`src/rtl/cm_config_engine_if.sv`:
```
// Byte-stream and config-bus bundle for the Color Manager configuration engine.
// The engine (master) pops the RX FIFO and drives the held valid/ready config write.
interface cm_config_engine_if #(
    parameter int UART_DATA_WIDTH = 8,
    parameter int C_ADDR_WIDTH    = 4,
    parameter int C_DATA_WIDTH    = 14
);
    logic                       Empty;
    logic [UART_DATA_WIDTH-1:0] RXD_Data;
    logic                       Rd_En;
    logic                       C_Rdy;
    logic                       C_Valid;
    logic [C_ADDR_WIDTH-1:0]    C_Addr;
    logic [C_DATA_WIDTH-1:0]    C_Data;

    modport master (
        input  Empty, RXD_Data, C_Rdy,
        output Rd_En, C_Valid, C_Addr, C_Data
    );

    modport slave (
        output Empty, RXD_Data, C_Rdy,
        input  Rd_En, C_Valid, C_Addr, C_Data
    );
endinterface

```
`src/rtl/cm_config_engine.sv`:
```
// Assembles FIFO bytes into command words, range-checks them and delivers
// config/colour writes on a held valid/ready bus with shadow status and error reporting.
module cm_config_engine #(
    parameter int UART_DATA_WIDTH = 8,
    parameter int WORD_BYTES      = 2,
    parameter int C_ADDR_WIDTH    = 4,
    parameter int C_DATA_WIDTH    = 14,
    parameter int NUM_CFG_REGS    = 4,
    parameter int CFG_REG_WIDTH   = 4,
    parameter logic [NUM_CFG_REGS*CFG_REG_WIDTH-1:0] REG_MAX        = 16'h2125,
    parameter logic [NUM_CFG_REGS*CFG_REG_WIDTH-1:0] DEFAULT_STATUS = 16'h0002,
    parameter logic [C_ADDR_WIDTH-1:0]               COLOR_ADDR     = 4'hF,
    parameter int TIMEOUT_CYCLES  = 16
) (
    input  logic                                  Clk,
    input  logic                                  Rst,
    cm_config_engine_if.master                    bus,
    output logic [NUM_CFG_REGS*CFG_REG_WIDTH-1:0] Config_Status,
    output logic [C_ADDR_WIDTH-1:0]               Config_Notification,
    output logic                                  Config_Notification_Valid,
    output logic [2:0]                            Config_Error,
    output logic                                  Error_Valid
);
    localparam int W      = WORD_BYTES * UART_DATA_WIDTH;
    localparam int BW     = $clog2(WORD_BYTES + 1);
    localparam int TW     = (TIMEOUT_CYCLES > 1) ? $clog2(TIMEOUT_CYCLES + 1) : 1;
    localparam logic TMO_EN = (TIMEOUT_CYCLES != 32'sd0);
    localparam logic [BW-1:0] BYTE_LAST = BW'(WORD_BYTES - 1);
    localparam logic [TW-1:0] TMO_LAST  = TW'(TIMEOUT_CYCLES - 1);
    localparam logic [C_ADDR_WIDTH:0] NUM_REGS_A = (C_ADDR_WIDTH + 1)'(NUM_CFG_REGS);

    typedef enum logic [2:0] {IDLE, ASSEMBLE, DECODE, DELIVER, ERR} state_t;

    state_t                   state_r;
    logic [W-1:0]             word_r;
    logic [BW-1:0]            byte_cnt_r;
    logic [TW-1:0]            tmo_cnt_r;
    logic                     is_cfg_r;
    logic                     dec_cfg_s;
    logic [2:0]               dec_err_s;
    logic [C_ADDR_WIDTH-1:0]  dec_addr_s;
    logic [C_DATA_WIDTH-1:0]  dec_data_s;
    logic [C_ADDR_WIDTH-1:0]  cfg_addr_s;
    logic [CFG_REG_WIDTH-1:0] cfg_val_s;

    function automatic logic [CFG_REG_WIDTH-1:0] reg_max_of(input logic [C_ADDR_WIDTH-1:0] addr);
        logic [CFG_REG_WIDTH-1:0] m;
        m = {CFG_REG_WIDTH{1'b0}};
        for (int i = 0; i < NUM_CFG_REGS; i++) begin
            m = (addr == C_ADDR_WIDTH'(i)) ? REG_MAX[i*CFG_REG_WIDTH +: CFG_REG_WIDTH] : m;
        end
        return m;
    endfunction

    // Wide scratch vector lets any source width be zero-extended or truncated.
    function automatic logic [C_DATA_WIDTH-1:0] resize_colour(input logic [W-1:0] word);
        logic [W+C_DATA_WIDTH-1:0] ext;
        ext = {(W + C_DATA_WIDTH){1'b0}};
        ext[W-3:0] = word[W-3:0];
        return ext[C_DATA_WIDTH-1:0];
    endfunction

    function automatic logic [C_DATA_WIDTH-1:0] resize_value(input logic [CFG_REG_WIDTH-1:0] v);
        logic [CFG_REG_WIDTH+C_DATA_WIDTH-1:0] ext;
        ext = {(CFG_REG_WIDTH + C_DATA_WIDTH){1'b0}};
        ext[CFG_REG_WIDTH-1:0] = v;
        return ext[C_DATA_WIDTH-1:0];
    endfunction

    // FIFO pop strobe: only while collecting bytes, forced low during reset.
    assign bus.Rd_En = !Rst && ((state_r == IDLE) || (state_r == ASSEMBLE)) && !bus.Empty;

    assign dec_cfg_s  = word_r[W-1];
    assign cfg_addr_s = word_r[W-2 -: C_ADDR_WIDTH];
    assign cfg_val_s  = word_r[CFG_REG_WIDTH-1:0];

    // Classify the assembled word and check it against the per-register limits.
    always_comb begin
        dec_err_s  = 3'd0;
        dec_addr_s = {C_ADDR_WIDTH{1'b0}};
        dec_data_s = {C_DATA_WIDTH{1'b0}};
        if (dec_cfg_s) begin
            dec_addr_s = cfg_addr_s;
            dec_data_s = resize_value(cfg_val_s);
            if ({1'b0, cfg_addr_s} >= NUM_REGS_A) begin
                dec_err_s = 3'd1;
            end else if (cfg_val_s > reg_max_of(cfg_addr_s)) begin
                dec_err_s = 3'd2;
            end else begin
                dec_err_s = 3'd0;
            end
        end else begin
            dec_addr_s = COLOR_ADDR;
            dec_data_s = resize_colour(word_r);
            if (word_r[W-2]) begin
                dec_err_s = 3'd3;
            end else begin
                dec_err_s = 3'd0;
            end
        end
    end

    // Main control FSM with all registered outputs.
    always_ff @(posedge Clk or posedge Rst) begin
        if (Rst) begin
            state_r                   <= IDLE;
            word_r                    <= {W{1'b0}};
            byte_cnt_r                <= {BW{1'b0}};
            tmo_cnt_r                 <= {TW{1'b0}};
            is_cfg_r                  <= 1'b0;
            bus.C_Valid               <= 1'b0;
            bus.C_Addr                <= {C_ADDR_WIDTH{1'b0}};
            bus.C_Data                <= {C_DATA_WIDTH{1'b0}};
            Config_Status             <= DEFAULT_STATUS;
            Config_Notification       <= {C_ADDR_WIDTH{1'b0}};
            Config_Notification_Valid <= 1'b0;
            Config_Error              <= 3'd0;
            Error_Valid               <= 1'b0;
        end else begin
            Config_Notification_Valid <= 1'b0;
            case (state_r)
                IDLE, ASSEMBLE: begin
                    if (bus.Rd_En) begin
                        word_r    <= (state_r == IDLE) ? W'(bus.RXD_Data)
                                                       : ((word_r << UART_DATA_WIDTH) | W'(bus.RXD_Data));
                        tmo_cnt_r <= {TW{1'b0}};
                        if (byte_cnt_r == BYTE_LAST) begin
                            byte_cnt_r <= {BW{1'b0}};
                            state_r    <= DECODE;
                        end else begin
                            byte_cnt_r <= byte_cnt_r + BW'(1);
                            state_r    <= ASSEMBLE;
                        end
                    end else if (state_r == ASSEMBLE && TMO_EN && tmo_cnt_r == TMO_LAST) begin
                        byte_cnt_r   <= {BW{1'b0}};
                        tmo_cnt_r    <= {TW{1'b0}};
                        Config_Error <= 3'd4;
                        Error_Valid  <= 1'b1;
                        state_r      <= ERR;
                    end else if (state_r == ASSEMBLE) begin
                        tmo_cnt_r <= tmo_cnt_r + TW'(1);
                    end else begin
                        tmo_cnt_r <= {TW{1'b0}};
                    end
                end
                DECODE: begin
                    tmo_cnt_r <= {TW{1'b0}};
                    if (dec_err_s != 3'd0) begin
                        Config_Error <= dec_err_s;
                        Error_Valid  <= 1'b1;
                        state_r      <= ERR;
                    end else begin
                        bus.C_Valid <= 1'b1;
                        bus.C_Addr  <= dec_addr_s;
                        bus.C_Data  <= dec_data_s;
                        is_cfg_r    <= dec_cfg_s;
                        state_r     <= DELIVER;
                    end
                end
                DELIVER: begin
                    if (bus.C_Rdy) begin
                        bus.C_Valid <= 1'b0;
                        if (is_cfg_r) begin
                            for (int i = 0; i < NUM_CFG_REGS; i++) begin
                                if (bus.C_Addr == C_ADDR_WIDTH'(i)) begin
                                    Config_Status[i*CFG_REG_WIDTH +: CFG_REG_WIDTH] <= bus.C_Data[CFG_REG_WIDTH-1:0];
                                end
                            end
                            Config_Notification       <= bus.C_Addr;
                            Config_Notification_Valid <= 1'b1;
                        end
                        state_r <= IDLE;
                    end else if (TMO_EN && tmo_cnt_r == TMO_LAST) begin
                        bus.C_Valid  <= 1'b0;
                        tmo_cnt_r    <= {TW{1'b0}};
                        Config_Error <= 3'd5;
                        Error_Valid  <= 1'b1;
                        state_r      <= ERR;
                    end else begin
                        tmo_cnt_r <= tmo_cnt_r + TW'(1);
                    end
                end
                ERR: begin
                    Error_Valid <= 1'b0;
                    state_r     <= IDLE;
                end
                default: begin
                    state_r <= IDLE;
                end
            endcase
        end
    end
endmodule

```
`src/flat_wrapper.sv`:
```
// flat-port wrapper written by rule: the top's interface ports become plain ports
module cm_config_engine_flat 
#(
    parameter int UART_DATA_WIDTH = 8,
    parameter int WORD_BYTES      = 2,
    parameter int C_ADDR_WIDTH    = 4,
    parameter int C_DATA_WIDTH    = 14,
    parameter int NUM_CFG_REGS    = 4,
    parameter int CFG_REG_WIDTH   = 4,
    parameter logic [NUM_CFG_REGS*CFG_REG_WIDTH-1:0] REG_MAX        = 16'h2125,
    parameter logic [NUM_CFG_REGS*CFG_REG_WIDTH-1:0] DEFAULT_STATUS = 16'h0002,
    parameter logic [C_ADDR_WIDTH-1:0]               COLOR_ADDR     = 4'hF,
    parameter int TIMEOUT_CYCLES  = 16
)
  (Clk, Rst, Config_Status, Config_Notification, Config_Notification_Valid, Config_Error, Error_Valid, bus_Empty, bus_RXD_Data, bus_C_Rdy, bus_Rd_En, bus_C_Valid, bus_C_Addr, bus_C_Data);
  cm_config_engine_if #(.UART_DATA_WIDTH(UART_DATA_WIDTH), .C_ADDR_WIDTH(C_ADDR_WIDTH), .C_DATA_WIDTH(C_DATA_WIDTH)) bus_i ();
  input  logic Clk;
  input  logic Rst;
  output logic [NUM_CFG_REGS*CFG_REG_WIDTH-1:0] Config_Status;
  output logic [C_ADDR_WIDTH-1:0] Config_Notification;
  output logic Config_Notification_Valid;
  output logic [2:0] Config_Error;
  output logic Error_Valid;
  input wire logic [$bits(bus_i.Empty)-1:0] bus_Empty;
  input wire logic [$bits(bus_i.RXD_Data)-1:0] bus_RXD_Data;
  input wire logic [$bits(bus_i.C_Rdy)-1:0] bus_C_Rdy;
  output wire logic [$bits(bus_i.Rd_En)-1:0] bus_Rd_En;
  output wire logic [$bits(bus_i.C_Valid)-1:0] bus_C_Valid;
  output wire logic [$bits(bus_i.C_Addr)-1:0] bus_C_Addr;
  output wire logic [$bits(bus_i.C_Data)-1:0] bus_C_Data;
  assign bus_i.Empty = bus_Empty;
  assign bus_i.RXD_Data = bus_RXD_Data;
  assign bus_i.C_Rdy = bus_C_Rdy;
  assign bus_Rd_En = bus_i.Rd_En;
  assign bus_C_Valid = bus_i.C_Valid;
  assign bus_C_Addr = bus_i.C_Addr;
  assign bus_C_Data = bus_i.C_Data;
  cm_config_engine #(.UART_DATA_WIDTH(UART_DATA_WIDTH), .WORD_BYTES(WORD_BYTES), .C_ADDR_WIDTH(C_ADDR_WIDTH), .C_DATA_WIDTH(C_DATA_WIDTH), .NUM_CFG_REGS(NUM_CFG_REGS), .CFG_REG_WIDTH(CFG_REG_WIDTH), .REG_MAX(REG_MAX), .DEFAULT_STATUS(DEFAULT_STATUS), .COLOR_ADDR(COLOR_ADDR), .TIMEOUT_CYCLES(TIMEOUT_CYCLES)) u_core (.Clk(Clk), .Rst(Rst), .bus(bus_i), .Config_Status(Config_Status), .Config_Notification(Config_Notification), .Config_Notification_Valid(Config_Notification_Valid), .Config_Error(Config_Error), .Error_Valid(Error_Valid));
endmodule
```
`config.mk`:
```
export PLATFORM = sky130hd
export DESIGN_NAME = cm_config_engine_flat
export DESIGN_NICKNAME = d
export VERILOG_FILES = /design/src/rtl/cm_config_engine_if.sv /design/src/rtl/cm_config_engine.sv /design/src/flat_wrapper.sv
export SDC_FILE = /design/constraint.sdc
export NUM_CORES = 1
export LEC_CHECK = 0
export CAP_MARGIN = 20
export CORE_MARGIN = 4
export CORE_UTILIZATION = 40
export CTS_CLUSTER_DIAMETER = 120
export DETAILED_ROUTE_END_ITERATION = 16
export PLACE_DENSITY = 0.61
export SKIP_LAST_GASP = 1
export SYNTH_ARGS = -nofsm -noshare
export SYNTH_HDL_FRONTEND = slang
export SYNTH_SLANG_ARGS = --single-unit
```
`constraint.sdc`:
```
create_clock -name Clk -period 3.4 [get_ports Clk]
set_clock_uncertainty 0.05 [all_clocks]
set_input_delay 0.68 -clock Clk [delete_from_list [all_inputs] [get_ports Clk]]
set_output_delay 0.68 -clock Clk [all_outputs]
set_load 0.1 [all_outputs]
```
Yosys cells after proc, flatten, opt, wreduce, memory -nomap -nowiden
Cells that the tools add are included.
- flip-flop bits (word level): 71
- input port bits: 12
- output and inout port bits: 45
- word-level logic and storage cells: 115
- add/sub/neg operators: 2
- reductions and logical operators: 28
- eq/ne operators: 20
- mux-type cells: 45
- bitwise gates (word level): 2
- $lt $le $gt $ge: 2
- operators with widths (cell ; count):
    $mux 3 ; 11
    $mux 5 ; 5
    $pmux 3 s3 ; 2
    $eq 4x2->1 const B ; 4
    $mux 16 ; 1
    $mux 4 ; 4
    $or 16x8->16 ; 1
    $reduce_and 4->1 ; 4
    $pmux 5 s3 ; 1
    $mux 14 ; 1
    $mux 2 ; 7
    $reduce_and 6->1 ; 2
    $mux 1 ; 11
    $reduce_and 2->1 ; 5
    $eq 4x1->1 const B ; 2
    $logic_not 4->1 ; 2
    $eq 3x2->1 const B ; 2
    $ne 2x1->1 const B ; 3
    $ne 2x2->1 const B ; 3
    $ne 3x2->1 const B ; 2
    $reduce_and 3->1 ; 2
    $reduce_bool 3->1 ; 2
    $add 5x1->5 const B ; 1
    $eq 5x4->1 const B ; 1
    16 further kinds ; 20

Logic depth before layout (Yosys ltp)
Gate-level depths: netlist (run 1).
- word-level depth: 12
- mapped depth: 10
- mapped depth without buffers: 9

Least setup slack after synthesis (run 1)
Ideal clock, no wire load.
- kind: in2out
- start point: input port Rst
- end point: output port bus_Rd_En
- arrival: 2.180 ns
- stages: 4
- buffers on the path: 1
- data required time: 2.670 ns
- setup slack: 0.490 ns
- cells stage by stage: nor2_1 nand2_1 inv_1 clkbuf_1
- word-level cells in the longest chain between the ends: 3
- ends and longest elaborated chain (item ; line ; text):
    from (decl) ; flat_wrapper.sv:18 ; input logic Rst;
    $logic_not 1->1 (no line) ; n/a ;
    $logic_and 1x1->1 (2 in a row) ; cm_config_engine.sv:71 ; assign bus.Rd_En = !Rst && ((state_r == IDLE) || (state_r == ASSEMBLE)) && !bus.Empty;
    to (decl) ; flat_wrapper.sv:27 ; output wire logic [$bits(bus_i.Rd_En)-1:0] bus_Rd_En;
Every way passes these cells.

Final worst setup path (run 1)
- start point: register u_core.word_r[14]
- end point: register u_core.bus.C_Data[3]
- word-level cells in the longest chain between the ends: 12
- elaborated cells on any way between the ends: 17
- classes of those cells: order compare (2); eq/ne (3); mux (8); bitwise (1); reduce/logical (3)
- ends and longest elaborated chain (item ; line ; text):
    from (decl) ; cm_config_engine.sv:35 ; logic [W-1:0] word_r;
    from (signal assigned) ; cm_config_engine.sv:107 ; word_r <= {W{1'b0}};
    from (signal assigned) ; cm_config_engine.sv:124 ; word_r <= (state_r == IDLE) ? W'(bus.RXD_Data)
    $logic_not 4->1 ; cm_config_engine.sv:50 ; m = (addr == C_ADDR_WIDTH'(i)) ? REG_MAX[i*CFG_REG_WIDTH +: CFG_REG_WIDTH] : m;
    $mux 3 ; cm_config_engine.sv:50 ;
    $mux 4 (3 in a row) ; cm_config_engine.sv:50 ;
    $gt 4x4->1 ; cm_config_engine.sv:87 ; end else if (cfg_val_s > reg_max_of(cfg_addr_s)) begin
    $mux 2 ; cm_config_engine.sv:87 ;
    $mux 2 ; cm_config_engine.sv:85 ; if ({1'b0, cfg_addr_s} >= NUM_REGS_A) begin
    $mux 3 * ; cm_config_engine.sv:82 ; if (dec_cfg_s) begin
    $reduce_bool 3->1 * ; cm_config_engine.sv:148 ; if (dec_err_s != 3'd0) begin
    $not 1->1 (no line) * ; n/a ;
    $reduce_and 2->1 (no line) * ; n/a ;
    to (signal assigned) ; cm_config_engine.sv:113 ; bus.C_Data <= {C_DATA_WIDTH{1'b0}};
    to (signal assigned) ; cm_config_engine.sv:155 ; bus.C_Data <= dec_data_s;
    to (decl) ; cm_config_engine_if.sv:18 ; output Rd_En, C_Valid, C_Addr, C_Data
Mark *: on every way between the ends. The rest lies on a longest branch, timed or not.
A chain may end at the register's enable or synchronous reset.

==> impl_metrics.toml, run 1 <==
[status]
status = "finished clean"

[global_routing]
grt_pass1_wl_mm = 11.1
grt.total_usage = 0.160
gr-total-overflow = 0
antenna_found_initial = 0
grt_max_degree = 45
grt_pass1_vias = 2262

[final_layout]
seqCellArea_um2 = 1780
diodes = 0
nets = 347
utilization = 0.524
area_growth_pct = 26.3
drive_above_1_share = 0.290
stdcell_count = 433
fillers = 691
multi_input_area_um2 = 1140

[worst_hold_path]
worstHoldPathType = "flip-flop to flip-flop"
whs_path_depth = 2

[yosys]
yosys-top-cells-count = "dfrtp_1, nand2_1, mux2_2"
yosysWarnings = 0
syn_nets = 288
ys_types = 35
yosysSeqAreaShare = 0.588
netlist_instances = 270
ys_seq_elements = 71
synth_most_common_cell = "dfrtp_1"
synth.avg_cell_area_um2 = 11.2
synth_area_leader_cell = "dfrtp_1"
yosys-top-cells-area = "dfrtp_1, mux2_2, nand2_1"
synth_edf_count = 0
synth_top_cell_area_share = 0.579
synth-main-ff-cell = "dfrtp_1"
synth-async-reset-ratio = 1.00
synth_area_um2 = 3030

[placement]
placed_cells = 417
gp_congestion = 0.752
place_hpwl_mm = 4.52
port_buffers = 56

[setup_path]
r2r_slack_ns = 0.50
worstPathArrival_ns = 3.08
reg2reg_depth = 9
end_kind = "flip-flop"
critical_path_class = "flip-flop to flip-flop"
worstPathMaxFanout = 9
required_ns = 3.58
critPathLaunchType = "flip-flop"

[floorplanning]
placeableCoreArea_um2 = 7290
die_area_um2 = 9020
placementRows = 31
fp.dieW_um = 95.0
initial_core_util = 0.415
io-pin-count = 57
die_y_um = 95.0

[timing]
slew_headroom = 0.585
fmax_ghz = 0.345
setup-tns-final_ns = 0
hold_viol = 0
finalSetupViolCount = 0
fin_crit_sh = 0.853
layout_min_cycle_time_ns = 2.90
worstMarginPinSlew_ns = 0.617
drv_slew = 0
whs_ns = 0.425
rsz0062_at_grt = "no"

[route]
wirelength_mm = 6.47
post_drt_wl_per_cell_um = 14.9
vias = 2202
drt-initial-drc-count = 124
drt-pass1-iter-count = 4
vias_per_cell = 5.09
ant_nets = 0
drc = 0

[clock_tree]
postCtsSetupRepairBufs = 0
clk_latency_ns = 0.34
hold_buffers = 0
clk_transition_reported_paths_ns = 0.08
clockRootBuffer = "clkbuf_8"
post_cts_resized = 0
cts_buffer_depth = 2
cts_tree = "built"
cts.htree.levels = 3
clock-sinks = 71
cts_buffers = 9

[flow_run]
cap_violations = 0
[kinds of logic after synthesis]
logic type	Yosys count	synth area share
adder cells (fa/ha/maj)	6	0.0248
buffers and inverters	24	0.0339
AO/OA/AOI/OAI	49	0.111
flip-flops	71	0.588
AND/OR/NAND/NOR	95	0.149
multiplexers	25	0.0931
[state kept, by name (all words and copies together) (netlist names)]
name / cells
u_core.word_r: 16
u_core.bus.C_Valid: 1
u_core.Config_Notification_Valid: 1
u_core.Error_Valid: 1
u_core.tmo_cnt_r: 5
u_core.is_cfg_r: 1
u_core.state_r: 3
u_core.bus.C_Addr: 4
u_core.bus.C_Data: 14
u_core.Config_Notification: 4
u_core.Config_Error: 3
u_core.byte_cnt_r: 2
u_core.Config_Status: 16
[cell usage in the layout (no fill, tap or decap), types with 2 or more instances in the layout]
master,n
nand3_1,12
o21ai_0,13
o22ai_1,3
inv_1,10
nor2_1,17
bufinv_16,2
and3_1,2
a31oi_1,3
mux2_2,25
a21o_1,2
nand3b_1,2
a211oi_1,2
clkdlybuf4s50_1,11
dfrtp_1,70
nor3b_4,2
o31ai_1,3
ha_1,6
nand2_1,44
nor4_1,3
clkinvlp_4,2
clkinv_4,2
nand2b_1,6
nor3_1,4
buf_4,48
a22o_1,11
a21oi_1,5
clkbuf_8,9
buf_12,2
[layer usage]
layer,global-route usage,vias up,wire length (um)
met5,0,-,0
met4,0.0649,0,103
met3,0.0414,9,368
met2,0.244,61,2900
met1,0.216,1071,3100
li1,-,1061,-
[metrics by stage]
step / worst slack [ns] / cell area, um2
detailed placement: 0.528 / 3600
CTS: 0.508 / 3820
floorplan: 0.490 / 3030
finish: 0.501 / 3820
global placement: 0.653 / 3600
global route: 0.159 / 3820
[critical path, stage by stage, from the launching register on]
cell,delay (ns)
dfrtp_1,0.46
nor3_1,0.27
nand2_1,0.10
ha_1,0.29
and3_1,0.17
a211oi_1,0.42
o31ai_1,0.16
nand2_1,0.30
buf_4,0.24
mux2_2,0.34
[worst paths after layout]
path / to / from
setup / recovery: u_core.bus.C_Data[3]$_DFFE_PP0P_ / u_core.word_r[14]$_DFFE_PP0P_
hold reg to reg: u_core.word_r[10]$_DFFE_PP0P_ / u_core.word_r[10]$_DFFE_PP0P_
min in group asynchronous: u_core.state_r[2]$_DFFE_PP0P_ / Rst
hold / removal: u_core.word_r[10]$_DFFE_PP0P_ / u_core.word_r[10]$_DFFE_PP0P_
max in group asynchronous: u_core.Config_Status[1]$_DFFE_PP1P_ / Rst
setup reg to reg: u_core.bus.C_Data[3]$_DFFE_PP0P_ / u_core.word_r[14]$_DFFE_PP0P_
[layout make-up]
cell class	instances	share of cell area
flip-flops and latches	71	0.465
clock inverters	7	0.0255
well taps	99	0.0324
inverters	11	0.0108
clock buffers	9	0.0324
multi-input cells	175	0.300
repair buffers	61	0.134
Power of run 1 is not shown: default switching activity piles up to over one toggle a cycle in this logic, so the estimate is an artifact.
==> run 2: changes to the inputs <==
==> constraint.sdc (replaced) <==
create_clock -name Clk -period 2.96 [get_ports Clk]
set_clock_uncertainty 0.05 [all_clocks]
set_input_delay 0.592 -clock Clk [delete_from_list [all_inputs] [get_ports Clk]]
set_output_delay 0.592 -clock Clk [all_outputs]
set_load 0.1 [all_outputs]
==> impl_metrics.toml, run 2 (synthesis gave the netlist of run 1 again) <==
[setup_path]
critPathLaunchType = "flip-flop"
worstPathArrival_ns = 2.95
worstPathMaxFanout = 10
critical_path_class = "flip-flop to flip-flop"
end_kind = "flip-flop"
required_ns = 3.15

[global_routing]
antenna_found_initial = 0
grt.total_usage = 0.160
gr-total-overflow = 0
grt_max_degree = 31
grt_pass1_wl_mm = 10.9
grt_pass1_vias = 2253

[timing]
layout_min_cycle_time_ns = 2.76
setup-tns-final_ns = 0
fmax_ghz = 0.362
finalSetupViolCount = 0
rsz0062_at_grt = "no"
slew_headroom = 0.575
hold_viol = 0
worstMarginPinSlew_ns = 0.631
fin_crit_sh = 0.932
drv_slew = 0

[clock_tree]
hold_buffers = 0
cts_buffers = 9
clock-sinks = 71
postCtsSetupRepairBufs = 0
cts.htree.levels = 3
clk_transition_reported_paths_ns = 0.08
cts_tree = "built"
clk_latency_ns = 0.35
post_cts_resized = 0
cts_buffer_depth = 2
clockRootBuffer = "clkbuf_8"

[route]
wirelength_mm = 6.50
drt-pass1-iter-count = 4
top_layer = "met4"
drt-initial-drc-count = 93
ant_nets = 0
drc = 0
met2_length_mm = 2.88
vias_per_cell = 5.02
post_drt_wl_per_cell_um = 14.8
vias = 2199
routed-wl-met3_um = 338
wl_met1_mm = 3.11

[worst_hold_path]
worstHoldPathType = "flip-flop to flip-flop"

[flow_run]
cap_violations = 0

[floorplanning]
io-pin-count = 57
fp.dieW_um = 95.0
die_y_um = 95.0
placementRows = 31
die_area_um2 = 9020
placeableCoreArea_um2 = 7290
initial_core_util = 0.415

[final_layout]
area_growth_pct = 26.5
drive_above_1_share = 0.298
nets = 352
largestRegisters = "u_core.Config_Status (16), u_core.word_r (16), u_core.bus.C_Data (14)"
final_cell_mix = "dfrtp_1, buf_4, nand2_1, mux2_2, nor2_1"
diodes = 0
final_common_cell = "dfrtp_1"

[placement]
port_buffers = 56
gp_congestion = 0.773
place_hpwl_mm = 4.66

[status]
status = "finished clean"
[run 2: area by class of cell]
type	instances	area, um2
fill	693	3470
multi-input combinational	175	1140
tap	99	124
clock buffer	10	128
sequential	71	1780
inverter	11	41.3
timing repair buffer	66	548
clock inverter	6	62.6
[run 2: worst max-delay path: stages, from the launching register on]
cell and delay (ns):
dfrtp_1 0.48, nor3_1 0.28, nand2_1 0.10, ha_1 0.29, and3_1 0.17, a211oi_1 0.39
o31ai_1 0.16, nand2_1 0.35, mux2_2 0.39
[run 2: per-stage QoR]
stage	instance area (um2)	worst slack (ns)	hold WS (ns)	utilization	std cells
global placement	3640	0.339	0.406	0.499	422
detailed placement	3640	0.215	0.417	0.499	422
floorplan	3030	0.226	0.389	-	270
finish	3830	0.200	0.427	0.525	438
CTS	3830	0.200	0.432	0.525	438
global route	3830	0.0140	0.464	0.525	438
[run 2: path summary, 6_finish.rpt]
path                                               start                                    to  slack [ns]  depth (start not counted)
min reg2reg                 u_core.word_r[9]$_DFFE_PP0P_          u_core.word_r[9]$_DFFE_PP0P_        0.43                          2
min                         u_core.word_r[9]$_DFFE_PP0P_          u_core.word_r[9]$_DFFE_PP0P_        0.43                          2
max reg2reg                u_core.word_r[13]$_DFFE_PP0P_      u_core.bus.C_Data[2]$_DFFE_PP0P_        0.20                          8
max                        u_core.word_r[13]$_DFFE_PP0P_      u_core.bus.C_Data[2]$_DFFE_PP0P_        0.20                          8
min in group asynchronous                            Rst          u_core.word_r[0]$_DFFE_PP0P_        0.60                          2
max in group asynchronous                            Rst  u_core.Config_Status[13]$_DFFE_PP0P_        1.53                          4
[run 2: metal layers]
metal / vias to the layer above / track usage
met4: 0 / 0.0925
met3: 11 / 0.0367
met1: 1059 / 0.214
met5: - / 0
met2: 57 / 0.237
li1: 1072 / -
Power of run 2 is left out for the same reason.
==> run 3: changes to the inputs <==
--- a/config.mk
+++ b/config.mk
@@ -5,7 +5,7 @@
 export SDC_FILE = /design/constraint.sdc
 export NUM_CORES = 1
 export LEC_CHECK = 0
-export CAP_MARGIN = 20
+export CAP_MARGIN = 10
 export CORE_MARGIN = 4
 export CORE_UTILIZATION = 40
 export CTS_CLUSTER_DIAMETER = 120
==> results of run 3 <==
No change in the layout: final DEF, timing and power equal those of run 2.
Power of run 3 is left out for the same reason.
